==> config.mk <==
export PLATFORM = sky130hd
export DESIGN_NAME = rf_writeback_flat
export DESIGN_NICKNAME = d
export VERILOG_FILES = /design/src/rtl/rf_writeback_if.sv /design/src/rtl/rf_writeback.sv /design/src/flat_wrapper.sv
export SDC_FILE = /design/constraint.sdc
export NUM_CORES = 1
export LEC_CHECK = 0
export ABC_AREA = 0
export CORE_ASPECT_RATIO = 0.6
export CORE_MARGIN = 8
export CORE_UTILIZATION = 40
export CTS_BUF_LIST = sky130_fd_sc_hd__clkbuf_4 sky130_fd_sc_hd__clkbuf_8
export DETAILED_ROUTE_END_ITERATION = 6
export PLACE_DENSITY = 0.68
export SETUP_SLACK_MARGIN = 0.4
export SYNTH_ARGS = -nofsm -noshare
export SYNTH_HDL_FRONTEND = slang
export SYNTH_SLANG_ARGS = --single-unit
==> constraint.sdc <==
create_clock -name clock -period 4.3 [get_ports clock]
set_clock_uncertainty 0.05 [all_clocks]
set_input_delay 0.86 -clock clock [delete_from_list [all_inputs] [get_ports clock]]
set_output_delay 0.86 -clock clock [all_outputs]
set_load 0.01 [all_outputs]
==> src/rtl/rf_writeback_if.sv <==
// Result channels from EXU and LSU into the writeback stage, plus the GPR file write port.
// slave = the writeback block, master = the producers / GPR file side.
interface rf_writeback_if #(
    parameter int XLEN = 64
);
    logic            exu_valid;
    logic            exu_ready;
    logic [4:0]      exu_rd;
    logic [XLEN-1:0] exu_data;

    logic            lsu_valid;
    logic            lsu_ready;
    logic [4:0]      lsu_rd;
    logic [XLEN-1:0] lsu_data;

    logic [4:0]      rf_waddr;
    logic            rf_wen;
    logic [XLEN-1:0] rf_wdata;

    modport slave (
        input  exu_valid, exu_rd, exu_data,
        output exu_ready,
        input  lsu_valid, lsu_rd, lsu_data,
        output lsu_ready,
        output rf_waddr, rf_wen, rf_wdata
    );

    modport master (
        output exu_valid, exu_rd, exu_data,
        input  exu_ready,
        output lsu_valid, lsu_rd, lsu_data,
        input  lsu_ready,
        input  rf_waddr, rf_wen, rf_wdata
    );
endinterface

==> src/rtl/rf_writeback.sv <==
// GPR writeback: arbitrates EXU/LSU results onto one registered write port and keeps a
// per-register pending-write scoreboard for issue RAW stalls. Optional: RF_WB_BYPASS_EN.
module rf_writeback #(
    parameter int XLEN       = 64,
    parameter int CNT_W      = 2,
    parameter int LSU_PRIO   = 1,
    parameter int STARVE_MAX = 4
) (
    input  logic        clock,
    input  logic        reset,
    rf_writeback_if.slave wb,
    input  logic        iss_valid,
    output logic        iss_ready,
    input  logic [4:0]  iss_rd,
    input  logic [4:0]  q_rs1,
    input  logic [4:0]  q_rs2,
    output logic        q_busy1,
    output logic        q_busy2
`ifdef RF_WB_BYPASS_EN
    ,
    output logic            byp1_hit,
    output logic            byp2_hit,
    output logic [XLEN-1:0] byp1_data,
    output logic [XLEN-1:0] byp2_data
`endif
);

    localparam int              SW      = $clog2(STARVE_MAX + 1);
    localparam logic [SW-1:0]   S_LIMIT = SW'(STARVE_MAX);
    localparam logic [CNT_W-1:0] CNT_MAX = '1;
    localparam logic [CNT_W-1:0] CNT_ONE = CNT_W'(1);

    logic [SW-1:0] starve_q, starve_d;
    logic          hi_valid, lo_valid, hi_ready, lo_ready, force_lo;
    logic          exu_fire, lsu_fire, fire;
    logic [4:0]    win_rd;
    logic [XLEN-1:0] win_data;

    // Map EXU/LSU onto priority (hi) / starvation-protected (lo) roles.
    always_comb begin
        // NOTE: every always_comb output gets a default first so no path can infer a latch.
        hi_valid     = (LSU_PRIO != 0) ? wb.lsu_valid : wb.exu_valid;
        lo_valid     = (LSU_PRIO != 0) ? wb.exu_valid : wb.lsu_valid;
        force_lo     = (starve_q == S_LIMIT);
        hi_ready     = !lo_valid || !force_lo;
        lo_ready     = !hi_valid || force_lo;
        wb.exu_ready = (LSU_PRIO != 0) ? lo_ready : hi_ready;
        wb.lsu_ready = (LSU_PRIO != 0) ? hi_ready : lo_ready;
        starve_d     = (lo_valid && !lo_ready) ? starve_q + SW'(1) : '0;
    end

    assign exu_fire = wb.exu_valid && wb.exu_ready;
    assign lsu_fire = wb.lsu_valid && wb.lsu_ready;
    assign fire     = exu_fire || lsu_fire;
    assign win_rd   = lsu_fire ? wb.lsu_rd   : wb.exu_rd;
    assign win_data = lsu_fire ? wb.lsu_data : wb.exu_data;

    always_ff @(posedge clock) begin
        // NOTE: sequential state uses non-blocking assignments so all registers update together.
        if (reset) begin
            starve_q    <= '0;
            wb.rf_wen   <= 1'b0;
            wb.rf_waddr <= '0;
            wb.rf_wdata <= '0;
        end else begin
            starve_q  <= starve_d;
            wb.rf_wen <= fire && (win_rd != 5'd0);
            if (fire) begin
                wb.rf_waddr <= win_rd;
                wb.rf_wdata <= win_data;
            end
        end
    end

    // Scoreboard: one pending counter per GPR; x0 stays at zero.
    logic [CNT_W-1:0] cnt_q [32];
    logic [CNT_W-1:0] cnt_d [32];
    logic             inc_en, dec_en;
    logic [31:0]      inc_vec, dec_vec;

    assign dec_en    = wb.rf_wen && (wb.rf_waddr != 5'd0);
    assign iss_ready = !((cnt_q[iss_rd] == CNT_MAX) && !(dec_en && (wb.rf_waddr == iss_rd)));
    assign inc_en    = iss_valid && iss_ready && (iss_rd != 5'd0);
    assign inc_vec   = inc_en ? (32'd1 << iss_rd) : 32'd0;
    assign dec_vec   = dec_en ? (32'd1 << wb.rf_waddr) : 32'd0;

    always_comb begin
        cnt_d[0] = '0;
        for (int i = 1; i < 32; i++) begin
            cnt_d[i] = cnt_q[i];
            // A decrement of an empty counter is dropped; the check below flags it.
            case ({inc_vec[i], dec_vec[i] && (cnt_q[i] != '0)})
                2'b10:   cnt_d[i] = cnt_q[i] + CNT_ONE;
                2'b01:   cnt_d[i] = cnt_q[i] - CNT_ONE;
                default: cnt_d[i] = cnt_q[i];
            endcase
        end
    end

    always_ff @(posedge clock) begin
        // NOTE: the counter array is reset because reset must drop every outstanding reservation.
        if (reset) begin
            for (int i = 0; i < 32; i++) cnt_q[i] <= '0;
        end else begin
            cnt_q <= cnt_d;
        end
    end

`ifndef SYNTHESIS
    always_ff @(posedge clock) begin
        if (!reset && dec_en)
            assert (cnt_q[wb.rf_waddr] != '0)
            else $error("rf_writeback: write of x%0d with no pending reservation", wb.rf_waddr);
    end
`endif

    logic busy1_raw, busy2_raw;
    assign busy1_raw = (cnt_q[q_rs1] != '0);
    assign busy2_raw = (cnt_q[q_rs2] != '0);

`ifdef RF_WB_BYPASS_EN
    // Last pending write is on the port now: forward it and drop the stall a cycle early.
    assign byp1_hit  = wb.rf_wen && (wb.rf_waddr == q_rs1) && (q_rs1 != 5'd0);
    assign byp2_hit  = wb.rf_wen && (wb.rf_waddr == q_rs2) && (q_rs2 != 5'd0);
    assign byp1_data = wb.rf_wdata;
    assign byp2_data = wb.rf_wdata;
    assign q_busy1   = busy1_raw && !(byp1_hit && (cnt_q[q_rs1] == CNT_ONE));
    assign q_busy2   = busy2_raw && !(byp2_hit && (cnt_q[q_rs2] == CNT_ONE));
`else
    assign q_busy1   = busy1_raw;
    assign q_busy2   = busy2_raw;
`endif

endmodule

==> src/flat_wrapper.sv <==
// flat-port wrapper written by rule: the top's interface ports become plain ports
module rf_writeback_flat 
#(
    parameter int XLEN       = 64,
    parameter int CNT_W      = 2,
    parameter int LSU_PRIO   = 1,
    parameter int STARVE_MAX = 4
)
  (clock, reset, iss_valid, iss_ready, iss_rd, q_rs1, q_rs2, q_busy1, q_busy2, wb_exu_valid, wb_exu_rd, wb_exu_data, wb_exu_ready, wb_lsu_valid, wb_lsu_rd, wb_lsu_data, wb_lsu_ready, wb_rf_waddr, wb_rf_wen, wb_rf_wdata);
  rf_writeback_if #(.XLEN(XLEN)) wb_i ();
  input  logic clock;
  input  logic reset;
  input  logic iss_valid;
  output logic iss_ready;
  input  logic [4:0] iss_rd;
  input  logic [4:0] q_rs1;
  input  logic [4:0] q_rs2;
  output logic q_busy1;
  output logic q_busy2;
  input wire logic [$bits(wb_i.exu_valid)-1:0] wb_exu_valid;
  input wire logic [$bits(wb_i.exu_rd)-1:0] wb_exu_rd;
  input wire logic [$bits(wb_i.exu_data)-1:0] wb_exu_data;
  output wire logic [$bits(wb_i.exu_ready)-1:0] wb_exu_ready;
  input wire logic [$bits(wb_i.lsu_valid)-1:0] wb_lsu_valid;
  input wire logic [$bits(wb_i.lsu_rd)-1:0] wb_lsu_rd;
  input wire logic [$bits(wb_i.lsu_data)-1:0] wb_lsu_data;
  output wire logic [$bits(wb_i.lsu_ready)-1:0] wb_lsu_ready;
  output wire logic [$bits(wb_i.rf_waddr)-1:0] wb_rf_waddr;
  output wire logic [$bits(wb_i.rf_wen)-1:0] wb_rf_wen;
  output wire logic [$bits(wb_i.rf_wdata)-1:0] wb_rf_wdata;
  assign wb_i.exu_valid = wb_exu_valid;
  assign wb_i.exu_rd = wb_exu_rd;
  assign wb_i.exu_data = wb_exu_data;
  assign wb_exu_ready = wb_i.exu_ready;
  assign wb_i.lsu_valid = wb_lsu_valid;
  assign wb_i.lsu_rd = wb_lsu_rd;
  assign wb_i.lsu_data = wb_lsu_data;
  assign wb_lsu_ready = wb_i.lsu_ready;
  assign wb_rf_waddr = wb_i.rf_waddr;
  assign wb_rf_wen = wb_i.rf_wen;
  assign wb_rf_wdata = wb_i.rf_wdata;
  rf_writeback #(.XLEN(XLEN), .CNT_W(CNT_W), .LSU_PRIO(LSU_PRIO), .STARVE_MAX(STARVE_MAX)) u_core (.clock(clock), .reset(reset), .wb(wb_i), .iss_valid(iss_valid), .iss_ready(iss_ready), .iss_rd(iss_rd), .q_rs1(q_rs1), .q_rs2(q_rs2), .q_busy1(q_busy1), .q_busy2(q_busy2));
endmodule
==> results.cfg, run 1 <==
[cells_and_area]
drive_gt1_frac = 0.0711
synthToLayoutAreaGrowth_pct = 40.5
layout.nets = 1317
antennaDiodeCount = 0

[global_routing]
grtUsageTotal = 0.221
grt_pass1_wl_um = 41200
antenna_found_initial = 0
grt_max_degree = 70
grt_overflow = 0
grt_pass1_vias = 6993

[floorplanning]
core_um2 = 18800
pin_count = 233
rows = 39
start_util = 0.402
die_y_um = 122
chipWidth_um = 193
die_area_um2 = 23700

[power]
p_total_mw = 3.02
power_frac_clock = 0.379
cellPowerDensity_nw_per_um2 = 285
switching_power_mw = 0.802
sequentialPowerShare = 0.444
sw_frac_of_total = 0.265
p_leak_nw = 3.75
comb_power_share = 0.176
vdd_drop_max_v = 0.000195
internal_power_mw = 2.22

[synthesis]
synth.top_cell.area_share = 0.358
yosysSeqAreaShare = 0.358
netlist_top_cells_area = dfxtp_1 36%, mux2i_1 9.4%, o21ai_0 7.3%, nand2_1 6.1%, ha_1 5.5%
synth.distinct_cells = 47
syn_inst = 905
yosysMostFrequentCell = dfxtp_1
synth-edff-count = 0
syn-num-nets = 1096
syn_area_um2 = 7550
syn_avg_cell_area_um2 = 8.35
ys.flop_type = dfxtp_1
synth-seq-cells = 135
yosys_warnings = 0
synthArstFlopShare = 0
synth_top_area_cell = dfxtp_1
synth_common_cells = 135 x dfxtp_1, 122 x nand2_1, 110 x o21ai_0

[clocking]
clock_latency_ps = 480
numCtsBuffers = 17
clk_pin_slew_ps = 70
clock_path_buffers = 2
h-tree-depth = 4
cts_hold_buf = 0
cts_tree = yes
ctsRootBufferMaster = clkbuf_8
clkSinkCount = 135

[placement]
gp_congestion = 0.928
port_buffers = 232
hpwl_um = 20400

[setup_path]
r2r_setup_slack_ps = 1430
worstPathMaxFanout = 9
r2r_cells = 9
worstSetupStartpointType = input port
r2r-end = u_core.cnt_q[41]
critical_path_class = in2out
required_ps = 3390
worst_setup_path_end_kind = primary output
crit_arrival_ps = 2880
rr_startpoint = u_core.wb.rf_waddr[3]

[sta]
rsz0062_at_grt = no
hold_violations = 0
maxSlewViolCount = 0
fin_setup_tns_ps = 0
period_minus_slack_ps = 3790
worstMarginPinSlew_ps = 735
min_period_over_period = 0.881
setup_viol = 0
relSlewSlack = 0.510
max_clock_freq_mhz = 264

[run]
drv_cap = 0

[routing]
drtIter0Drc = 772
dr.pass1.iters = 5
via_per_inst = 5.35
routed_wl_um = 26200
num_vias = 7405
ant_nets = 0
drt-wirelength-per-cell_um = 18.9
drc = 0

[hold_path]
holdCritStartpoint = u_core.starve_q[0]
hold_path_depth = 1
hold_class = reg2reg
min_to = u_core.starve_q[0]

[run_status]
outcome = completed
[worst max-delay path: stages]
cell and delay, ps:
clkdlybuf4s50_1 510, buf_4 200, mux4_2 510, a211o_1 300
a211oi_1 180, dlygate4sd2_1 320
[through the flow]
step                utilization  worst slack [ps]  cells  hold WS (ps)  cell area, um2
floorplan                     -              1110    905           367            7550
global placement          0.539              68.7   1349           384           10100
finish                    0.565               513   1385           402           10600
detailed placement        0.539              20.4   1349           391           10100
CTS                       0.563               194   1385           408           10600
global route              0.565               412   1385           417           10600
[metal layers]
layer | global-route usage | part of all wire | vias to the layer above
met3 | 0.0786 | 0.096 | 30
met4 | 0.0608 | 0.013 | 2
li1 | - | - | 3610
met1 | 0.309 | 0.48 | 3462
met2 | 0.316 | 0.41 | 301
met5 | 0.0214 | 0.0027 | -
[layout by cell type (no fill, tap or decap), types with 3 or more instances in the layout]
cell type / count
clkdlybuf4s50_1: 223
dfxtp_1: 135
nand2_1: 121
o21ai_0: 110
nor2_1: 102
mux2i_1: 71
a21oi_1: 37
xnor2_1: 37
nor3_1: 37
or3_1: 34
ha_1: 33
xor2_1: 31
nand3_1: 23
clkbuf_8: 19
buf_4: 18
mux4_2: 11
nand3b_1: 7
a211oi_1: 6
o211ai_1: 5
inv_1: 5
nor2b_1: 5
dlymetal6s2s_1: 4
nand4_1: 3
nand4b_1: 3
nor3b_1: 3
nand2b_1: 3
clkinv_4: 3
clkinv_2: 3
bufinv_16: 3
buf_6: 3
[logic make-up (layout without fill, tap and decap cells)]
logic type                 count (synthesis)  in the layout  synth area share
and+or+nand+nor                          352            352             0.212
adders and majority gates                 33             33            0.0547
AOI/OAI and AO/OA                        173            173             0.125
buffers and inverters                     59            293            0.0356
DFF                                      135            135             0.358
xor gates and xnor gates                  68             68            0.0788
muxes                                     85             85             0.135
[area by class of cell]
| type | count | area (um2) |
|---|---|---|
| Timing Repair Buffer | 255 | 2520 |
| Clock buffer | 21 | 277 |
| Fill cell | 1734 | 8170 |
| Inverter | 6 | 22.5 |
| Multi-Input combinational cell | 711 | 4630 |
| Tap cell | 246 | 308 |
| Clock inverter | 11 | 148 |
| Sequential cell | 135 | 2700 |
[how the worst max path moves through the flow]
| stage | end | depth (start not counted) | from |
|---|---|---|---|
| after floorplan | q_busy1 | 6 | q_rs1[3] |
| after global placement | q_busy2 | 6 | q_rs2[1] |
| after detailed placement | q_busy2 | 6 | q_rs2[1] |
| after CTS | q_busy2 | 6 | q_rs2[3] |
| after global routing | q_busy1 | 6 | q_rs1[1] |
| final | q_busy1 | 6 | q_rs1[1] |
[power groups by stage]
| stage | Combinational (mW) | Clock [mW] | Sequential [mW] |
|---|---|---|---|
| floorplan | 0.193 | 0 | 1.39 |
| global placement | 0.526 | 0 | 1.37 |
| detailed placement | 0.529 | 0 | 1.37 |
| CTS | 0.533 | 1.18 | 1.34 |
| global route | 0.572 | 1.23 | 1.35 |
| finish | 0.534 | 1.15 | 1.34 |
[registers in the layout, indices dropped and copies added (netlist names)]
signal and count:
u_core.cnt_q 62, u_core.wb.rf_wdata 64, u_core.wb.rf_wen 1, u_core.wb.rf_waddr 5, u_core.starve_q 3
[repair_timing]
item / CTS / global route
gates resized for setup: 7 / 14
pin swaps: 0 / 2
setup buffers: 4 / 0
endpoints found under the setup margin: 3 / 2
No activity file was read; power rests on OpenSTA's default activity.
==> run 2, diff against run 1 <==
==> constraint.sdc (replaced) <==
create_clock -name clock -period 3.6 [get_ports clock]
set_clock_uncertainty 0.05 [all_clocks]
set_input_delay 0.72 -clock clock [delete_from_list [all_inputs] [get_ports clock]]
set_output_delay 0.72 -clock clock [all_outputs]
set_load 0.01 [all_outputs]
==> run 2 against run 1 <==
  * Hold slack better by 4.9 ps
  * Count of clock-buffer cells in the layout down 1
  * Total power up 20%
  * Wire length up 1.5%
==> results.cfg, run 2 (same netlist as run 1, synthesis figures left out) <==
[power]
vdd_drop_max_v = 0.000340
sw_frac_of_total = 0.266
cellPowerDensity_nw_per_um2 = 336
switching_power_mw = 0.969
sequentialPowerShare = 0.441
power_frac_clock = 0.378
comb_power_share = 0.181
internal_power_mw = 2.67
p_leak_nw = 3.85

[setup_path]
crit_arrival_ps = 2390
worst_setup_path_end_kind = primary output
required_ps = 2830
cp-startpoint = q_rs2[3]
critical_path_class = in2out
worstPathMaxFanout = 2
worstSetupStartpointType = input port
rr_startpoint = u_core.wb.rf_waddr[4]

[floorplanning]
die_area_um2 = 23700
rows = 39
chipWidth_um = 193
die_y_um = 122
core_um2 = 18800
pin_count = 233
start_util = 0.402

[placement]
post-place-ws_ps = -353
port_buffers = 232
gp_congestion = 0.931
hpwl_um = 20800

[sta]
setup_slack_ps = 438
rsz0062_at_grt = yes
setup_viol = 0
min_period_over_period = 0.878
hold_violations = 0
fin_setup_tns_ps = 0
maxSlewViolCount = 0
relSlewSlack = 0.548
period_minus_slack_ps = 3160
worstMarginPinSlew_ps = 677
max_clock_freq_mhz = 316

[hold_path]
hold_class = reg2reg
holdCritStartpoint = u_core.wb.rf_wdata[21]

[routing]
drc = 0
routed_wl_um = 26600
via_per_inst = 5.34
drtIter0Drc = 638
drt-wirelength-per-cell_um = 18.9
dr.pass1.iters = 5
num_vias = 7535
ant_nets = 0

[cells_and_area]
synthToLayoutAreaGrowth_pct = 43.4
regMostFlops = u_core.wb.rf_wdata
final.fill_count = 1732
layout.nets = 1343
final_common_cell = clkdlybuf4s50_1
drive_gt1_frac = 0.100
largest_reg_flops = 64
layout_common_cells = 219 x clkdlybuf4s50_1, 130 x dfxtp_1, 121 x nand2_1
reg.largest.list = u_core.wb.rf_wdata: 64 flops, u_core.cnt_q: 62 flops, u_core.wb.rf_waddr: 5 flops
antennaDiodeCount = 0

[clocking]
numCtsBuffers = 17
clkSinkCount = 135
h-tree-depth = 4
clock_path_buffers = 2
cts_tree = yes
clock_latency_ps = 450
ctsRootBufferMaster = clkbuf_8
clk_pin_slew_ps = 80

[global_routing]
antenna_found_initial = 0
grt_overflow = 0
grtUsageTotal = 0.222
grt_max_degree = 71
grt_pass1_wl_um = 41000
grt_pass1_vias = 7058

[run_status]
outcome = completed

[run]
drv_cap = 0
-- run 2: cell count changes in the layout (fill, tap and decap cells not counted), moves of 3 or more --
cell             change
clkdlybuf4s50_1      -4
dlymetal6s2s_1       -3
dlygate4sd2_1        +4
dfxtp_2              +5
buf_4               +23
dfxtp_1              -5
-- run 2: per-layer routing --
metal	global-route usage	routed length, um	up-vias
met3	0.0863	2980	30
li1	-	-	3675
met4	0.0555	333	0
met1	0.300	12200	3498
met5	0	0	-
met2	0.328	11100	332
-- run 2: final timing paths --
check	endpoint	slack (ps)	cells after the start
setup / recovery	q_busy2	440	6
hold / removal	u_core.wb.rf_wdata[21]	410	2
setup reg to reg	u_core.cnt_q[21]	910	9
hold reg to reg	u_core.wb.rf_wdata[21]	410	2
-- run 2: worst max-delay path, cell delays in order --
cell and delay, ps:
dlygate4sd2_1 280, mux4_2 550, mux4_2 480, nor2b_1 110, or3_1 120, clkbuf_2 130
-- run 2: power groups by stage --
stage          Clock (mW)  Combinational (mW)  Sequential, mW
2_1_floorplan           0               0.231            1.66
4_1_cts              1.42               0.658            1.61
5_1_grt              1.49               0.701            1.62
3_3_place_gp            0               0.645            1.64
3_5_place_dp            0               0.650            1.64
6_report             1.38               0.658            1.61
-- run 2: final cells by class --
cell class,instances,area (um2),share of cell area
Tap cell,246,308,0.0284
Clock buffer,20,269,0.0248
Inverter,6,22.5,0.00208
Sequential cell,135,2710,0.250
Multi-Input combinational cell,711,4650,0.429
Timing Repair Buffer,281,2710,0.250
Clock inverter,12,164,0.0151
-- run 2: per-stage QoR --
stage	hold slack, ps	cells	util	total power, mW	area, um2
finish	406	1411	0.576	3.64	10800
global route	432	1411	0.576	3.81	10800
CTS	411	1411	0.576	3.68	10800
detailed placement	391	1374	0.549	2.29	10300
global placement	385	1374	0.549	2.28	10300
floorplan	367	905	-	1.89	7550
-- run 2: timing repair --
action | 4_1_cts | 5_1_grt
cloned | 1 | 0
pin swaps | 3 | 2
hold buffers | 0 | 0
gates resized for setup | 31 | 13
endpoints found under the setup margin | 3 | 3
setup buffers | 4 | 0
